## src/rtl/jpeg_byte_unpacker.sv

```systemverilog
// jpeg_byte_unpacker: 128-bit JPEG entropy words in, 0xFF00-unstuffed 64-bit beats out.
// Define JPEG_BYTE_UNPACKER_MARKER_EN to strip RST/EOI markers onto the marker sideband.
module jpeg_byte_unpacker #(
  parameter int SIZE_W = 20
) (
  input  logic              clk,
  input  logic              resetn,
  input  logic [127:0]      in_data,
  input  logic [4:0]        in_bytes,
  input  logic              in_tlast,
  input  logic              in_valid,
  output logic              in_hold,
  output logic [63:0]       out_data,
  output logic [3:0]        out_bytes,
  output logic              out_tlast,
  output logic              out_valid,
  input  logic              out_hold,
  output logic [7:0]        marker,
  output logic              marker_valid,
  output logic [SIZE_W-1:0] size
);

  logic [127:0]      r_buf;
  logic [4:0]        r_cnt;
  logic [4:0]        r_rd;
  logic              r_tl;
  logic              r_pend;
  logic              r_ov;
  logic [63:0]       r_od;
  logic [3:0]        r_ob;
  logic              r_otl;
  logic [7:0]        r_mk;
  logic              r_mkv;
  logic [SIZE_W-1:0] r_size;

  logic [4:0]   w_rem;
  logic         w_have;
  logic         w_adv;
  logic         w_xfer;
  logic         w_acc;
  logic [127:0] w_sh;
  logic [127:0] w_lw;
  logic [3:0]   w_raw;
  logic [3:0]   w_wn;
  logic         w_fin;
  logic [7:0]   w_win [9];
  logic [7:0]   w_ob [8];
  logic [3:0]   w_n;
  logic [3:0]   w_cons;
  logic         w_setp;
  logic         w_stop;
  logic         w_skip;
  logic         w_mkv;
  logic         w_eoi;
  logic [7:0]   w_mk;
  logic [4:0]   w_rc;
  logic [4:0]   w_nrd;
  logic         w_tl;
  logic         w_emit;
  logic         w_last;
  logic [63:0]  w_pk;

  assign w_rem  = r_cnt - r_rd;
  assign w_have = (w_rem != 5'd0);
  assign w_xfer = r_ov & ~out_hold;
  assign w_adv  = w_have & (~r_ov | ~out_hold);
  assign w_sh   = r_buf << {r_rd, 3'b000};
  // a held-back 0xFF is replayed as logical byte 0 of the window
  assign w_lw   = r_pend ? {8'hFF, w_sh[127:8]} : w_sh;

  always_comb begin
    if (r_pend) w_raw = (w_rem > 5'd7) ? 4'd7 : w_rem[3:0];
    else        w_raw = (w_rem > 5'd8) ? 4'd8 : w_rem[3:0];
  end

  assign w_wn  = w_raw + {3'd0, r_pend};
  assign w_fin = r_tl & ({1'b0, w_raw} == w_rem);

  always_comb begin
    for (int k = 0; k < 8; k++) w_win[k] = w_lw[127-8*k -: 8];
    w_win[8] = 8'h00;
  end

  always_comb begin
    w_n    = 4'd0;
    w_cons = 4'd0;
    w_setp = 1'b0;
    w_stop = 1'b0;
    w_skip = 1'b0;
    w_mkv  = 1'b0;
    w_eoi  = 1'b0;
    w_mk   = 8'h00;
    for (int k = 0; k < 8; k++) w_ob[k] = 8'h00;
    for (int k = 0; k < 8; k++) begin
      if (!w_stop && (4'(k) < w_wn)) begin
        if (w_skip) begin
          w_skip = 1'b0;
        end else if (w_win[k] == 8'hFF) begin
          if (4'(k + 1) < w_wn) begin
            if (w_win[k+1] == 8'h00) begin
              w_ob[w_n[2:0]] = 8'hFF;
              w_n = w_n + 4'd1;
              w_skip = 1'b1;
            end
`ifdef JPEG_BYTE_UNPACKER_MARKER_EN
            else if (w_win[k+1][7:3] == 5'b11010 ||
                     w_win[k+1] == 8'hD9) begin
              w_mkv  = 1'b1;
              w_mk   = w_win[k+1];
              w_eoi  = (w_win[k+1] == 8'hD9);
              w_stop = 1'b1;
              w_cons = 4'(k + 2);
            end
`endif
            else begin
              w_ob[w_n[2:0]] = 8'hFF;
              w_n = w_n + 4'd1;
            end
          end else if (w_fin) begin
            w_ob[w_n[2:0]] = 8'hFF;
            w_n = w_n + 4'd1;
          end else begin
            w_setp = 1'b1;
          end
        end else begin
          w_ob[w_n[2:0]] = w_win[k];
          w_n = w_n + 4'd1;
        end
        if (!w_stop) w_cons = 4'(k + 1);
      end
    end
  end

  assign w_rc   = w_stop ? {1'b0, w_cons - {3'd0, r_pend}}
                         : {1'b0, w_raw};
  assign w_nrd  = w_eoi ? r_cnt : r_rd + w_rc;
  assign w_tl   = (r_tl & (w_nrd == r_cnt)) | w_eoi;
  assign w_emit = (w_n != 4'd0) | w_tl | w_mkv;
  assign w_last = w_adv & (w_nrd == r_cnt);
  assign w_pk   = {w_ob[0], w_ob[1], w_ob[2], w_ob[3],
                   w_ob[4], w_ob[5], w_ob[6], w_ob[7]};

  assign in_hold = out_hold | (w_have & ~w_last);
  assign w_acc   = in_valid & ~in_hold;

  always_ff @(posedge clk) begin
    if (!resetn) begin
      r_buf  <= '0;
      r_cnt  <= '0;
      r_rd   <= '0;
      r_tl   <= 1'b0;
      r_pend <= 1'b0;
      r_ov   <= 1'b0;
      r_od   <= '0;
      r_ob   <= '0;
      r_otl  <= 1'b0;
      r_mk   <= '0;
      r_mkv  <= 1'b0;
      r_size <= '0;
    end else begin
      if (w_acc) begin
        r_buf <= in_data;
        r_cnt <= in_bytes;
        r_rd  <= '0;
        r_tl  <= in_tlast;
      end else if (w_adv) begin
        r_rd  <= w_nrd;
      end
      if (w_adv) begin
        r_pend <= w_setp & ~w_tl;
        r_ov   <= w_emit;
        if (w_emit) begin
          r_od  <= w_pk;
          r_ob  <= w_n;
          r_otl <= w_tl;
          r_mk  <= w_mk;
          r_mkv <= w_mkv;
        end
      end else if (w_xfer) begin
        r_ov <= 1'b0;
      end
      if (w_xfer) r_size <= r_otl ? '0 : r_size + SIZE_W'(r_ob);
    end
  end

  assign out_data     = r_od;
  assign out_bytes    = r_ob;
  assign out_tlast    = r_otl;
  assign out_valid    = r_ov;
  assign marker       = r_mk;
  assign marker_valid = r_mkv;
  // the beat sitting in the output register already counts as emitted
  assign size = r_size + (r_ov ? SIZE_W'(r_ob) : '0);

endmodule

```

## config.mk

```make
export PLATFORM = sky130hd
export DESIGN_NAME = jpeg_byte_unpacker
export DESIGN_NICKNAME = d
export VERILOG_FILES = /design/src/rtl/jpeg_byte_unpacker.sv
export SDC_FILE = /design/constraint.sdc
export NUM_CORES = 1
export LEC_CHECK = 0
export ABC_CLOCK_PERIOD_IN_PS = 14150
export CORE_MARGIN = 2
export CORE_UTILIZATION = 45
export CTS_CLUSTER_DIAMETER = 120
export DETAILED_ROUTE_END_ITERATION = 10
export PLACE_DENSITY_LB_ADDON = 0.12
export SLEW_MARGIN = 20
export SYNTH_ARGS = -nofsm -noshare
export SYNTH_HDL_FRONTEND = slang
export SYNTH_SLANG_ARGS = --single-unit
```

## constraint.sdc

```tcl
create_clock -name clk -period 14.15 [get_ports clk]
set_clock_uncertainty 0.15 [all_clocks]
set_input_delay 2.1225 -clock clk [delete_from_list [all_inputs] [get_ports clk]]
set_output_delay 2.1225 -clock clk [all_outputs]
set_load 0.005 [all_outputs]
```

==> impl_metrics.json <==
{
  "status": "finished, final reports clean",
  "crit_fanout": 39,
  "antenna_found_initial": 0,
  "grt.overflow.total": 0,
  "cts_root_buf": "clkbuf_16",
  "ant_nets": 0,
  "initial_core_util": 0.4558,
  "async_reset_ff_frac": 0,
  "cts_buffer_depth": 3,
  "cts_tree": "done",
  "die_w_um": 223.7,
  "synthesis.instances": 2812,
  "gp_congestion": 1.076,
  "nNetsFinal": 3062,
  "wirelength_um": 104100,
  "grtUsageTotal": 0.4004,
  "yosysUniqueCellTypes": 112,
  "drt_iter0_drc": 3268,
  "n_fill_cell": 4645,
  "cts_num_sinks": 230,
  "dp_hpwl_um": 80310,
  "placed_area_mm2": 0.02416,
  "max_freq_mhz": 79.09,
  "grt_max_degree": 97,
  "synthFlopType": "dfxtp_1",
  "cpMostUsedCell": "ha_1",
  "fin_crit_sh": 0.8935,
  "drv_cap": 0,
  "crit_arrival_ps": 12980,
  "final_common_cell": "nand2_1",
  "clkLatencyLatePin_ps": 590,
  "avgSynthCellArea_um2": 7.723,
  "endpoint_kind": "flip-flop",
  "worst_pin_slew_ps": 1230,
  "first_pass_iters": 11,
  "core_mm2": 0.04765,
  "final_cell_mix": "nand2_1 (502), clkdlybuf4s50_1 (227), dfxtp_1 (225)",
  "hold_viol": 0,
  "die_y_um": 223.7,
  "final_max_slew_viol_count": 0,
  "critPathSlowestCell": "dfxtp_2",
  "drive_gt1_frac": 0.1076,
  "slew-limit-headroom": 0.1766,
  "cts_resized": 0,
  "required_ps": 14480,
  "cp_top_family": "adder cells",
  "synth_edf_count": 0,
  "critPathKind": "flip-flop to flip-flop",
  "clk_pin_slew_ps": 60,
  "ys_ff_latch": 230,
  "cts_setup_buffers": 0,
  "netlist_area_mm2": 0.02172,
  "min_period_ps": 12640,
  "slowest_delay_ps": 790,
  "setup_viol": 0,
  "rsz0062_at_grt": "no",
  "hold_path_class": "flip-flop to flip-flop",
  "ys_warn_count": 0,
  "ioPinCount": 238,
  "yosysSeqAreaShare": 0.2120,
  "avgViaCountPerCell": 7.018,
  "remaining_drc_errors": 0,
  "die_area_mm2": 0.05004,
  "grt_pass1_vias": 23080,
  "num_rows": 80,
  "startpoint_type": "flip-flop",
  "wl_per_cell_um": 29.55,
  "numCtsBuffers": 25,
  "via_count": 24730,
  "hold_buffers": 0,
  "crit_buf_inv": 10,
  "setup_tns_ps": 0,
  "grt_pass1_wl_um": 150800,
  "antenna_cells": 0,
  "io_buffers": 228,
  "area_growth_pct": 15.19,
  "fin_area_mm2": 0.02502,
  "htreeDepth": 1
}
[final timing paths]
check | from | end | slack, ps | cells past startpoint
worst max-delay path | r_rd[3]$_SDFFE_PP0P_ | out_data[15]$_SDFFE_PN0P_ | 1510 | 40
worst min-delay path | out_data[39]$_SDFFE_PN0P_ | out_data[39]$_SDFFE_PN0P_ | 310 | 2
worst max register to register | r_rd[3]$_SDFFE_PP0P_ | out_data[15]$_SDFFE_PN0P_ | 1510 | 40
worst min register to register | out_data[39]$_SDFFE_PN0P_ | out_data[39]$_SDFFE_PN0P_ | 310 | 2
[final cells by class]
cell class | count | area, um^2 | share of cell area
Multi-Input combinational cell | 2293 | 15840 | 0.6332
Sequential cell | 230 | 4618 | 0.1846
Timing Repair Buffer | 289 | 2733 | 0.1092
Tap cell | 615 | 769.5 | 0.03076
Clock buffer | 36 | 737.0 | 0.02946
Inverter | 54 | 210.2 | 0.008402
Clock inverter | 6 | 108.9 | 0.004351
[cells by family (layout without fill, tap and decap cells)]
logic type      after synthesis  after routing  share of synthesized area
simple gates               1087           1087                     0.2343
compound gates              864            864                     0.2890
buf+inv                     297            385                    0.06291
mux                         238            238                     0.1501
flops                       230            230                     0.2120
xor+xnor                     64             64                    0.03220
fa+ha+maj                    31             31                    0.01924
other cells                   1              9                  0.0001727
[Yosys cell counts, types with 23 or more instances]
library cell | count | area [um^2]
a22oi_1 | 60 | 450.4
dfxtp_1 | 230 | 4604
nor3_1 | 70 | 350.3
and3_1 | 25 | 156.4
nand4_1 | 39 | 244.0
a211oi_2 | 33 | 412.9
nor2_1 | 180 | 675.7
nand3_1 | 75 | 375.4
o22ai_1 | 28 | 175.2
inv_1 | 47 | 176.4
mux2_2 | 48 | 540.5
buf_2 | 40 | 200.2
ha_1 | 27 | 337.8
mux4_2 | 63 | 1419
o21ai_0 | 89 | 445.4
clkbuf_1 | 148 | 555.5
and2_1 | 32 | 200.2
mux2i_1 | 115 | 1151
nor4_1 | 23 | 143.9
a21oi_1 | 218 | 1091
xor2_1 | 23 | 201.4
a211oi_1 | 61 | 457.9
nand2b_1 | 30 | 187.7
xnor2_1 | 30 | 262.8
a32oi_1 | 37 | 324.1
nand2_1 | 503 | 1888
[layer usage]
metal / wire, um / track usage / vias up
met5: 0 / 0 / -
met4: 9928 / 0.3090 / 0
met3: 8731 / 0.06270 / 478
met2: 48610 / 0.6678 / 1676
met1: 36850 / 0.4616 / 11790
li1: - / - / 10780
[worst min-delay path: stages (launching register included)]
cell,delay [ps]
dfxtp_1,300
nand2_1,50
mux2i_1,50
[registers in the layout, summed over array words and instances, names as in the netlist]
register   count
r_pend         1
r_cnt          5
out_tlast      1
r_tl           1
out_valid      1
out_bytes      4
r_rd           5
r_buf        128
r_size        20
out_data      64
[stage by stage]
| step | util | setup slack, ps | std cells | hold WS [ps] |
|---|---|---|---|---|
| 5_1_grt | 0.5251 | 832.5 | 3523 | 321.3 |
| 2_1_floorplan | - | 2089 | 2820 | 283.4 |
| 3_3_place_gp | 0.5069 | 2344 | 3480 | 295.3 |
| 3_5_place_dp | 0.5070 | 1882 | 3480 | 296.2 |
| 6_report | 0.5251 | 1507 | 3523 | 306.3 |
| 4_1_cts | 0.5247 | 1841 | 3522 | 310.5 |
Power is left out: the tool's default activity adds up to more than one toggle a clock period on the data nets, which glitch-free logic cannot reach.
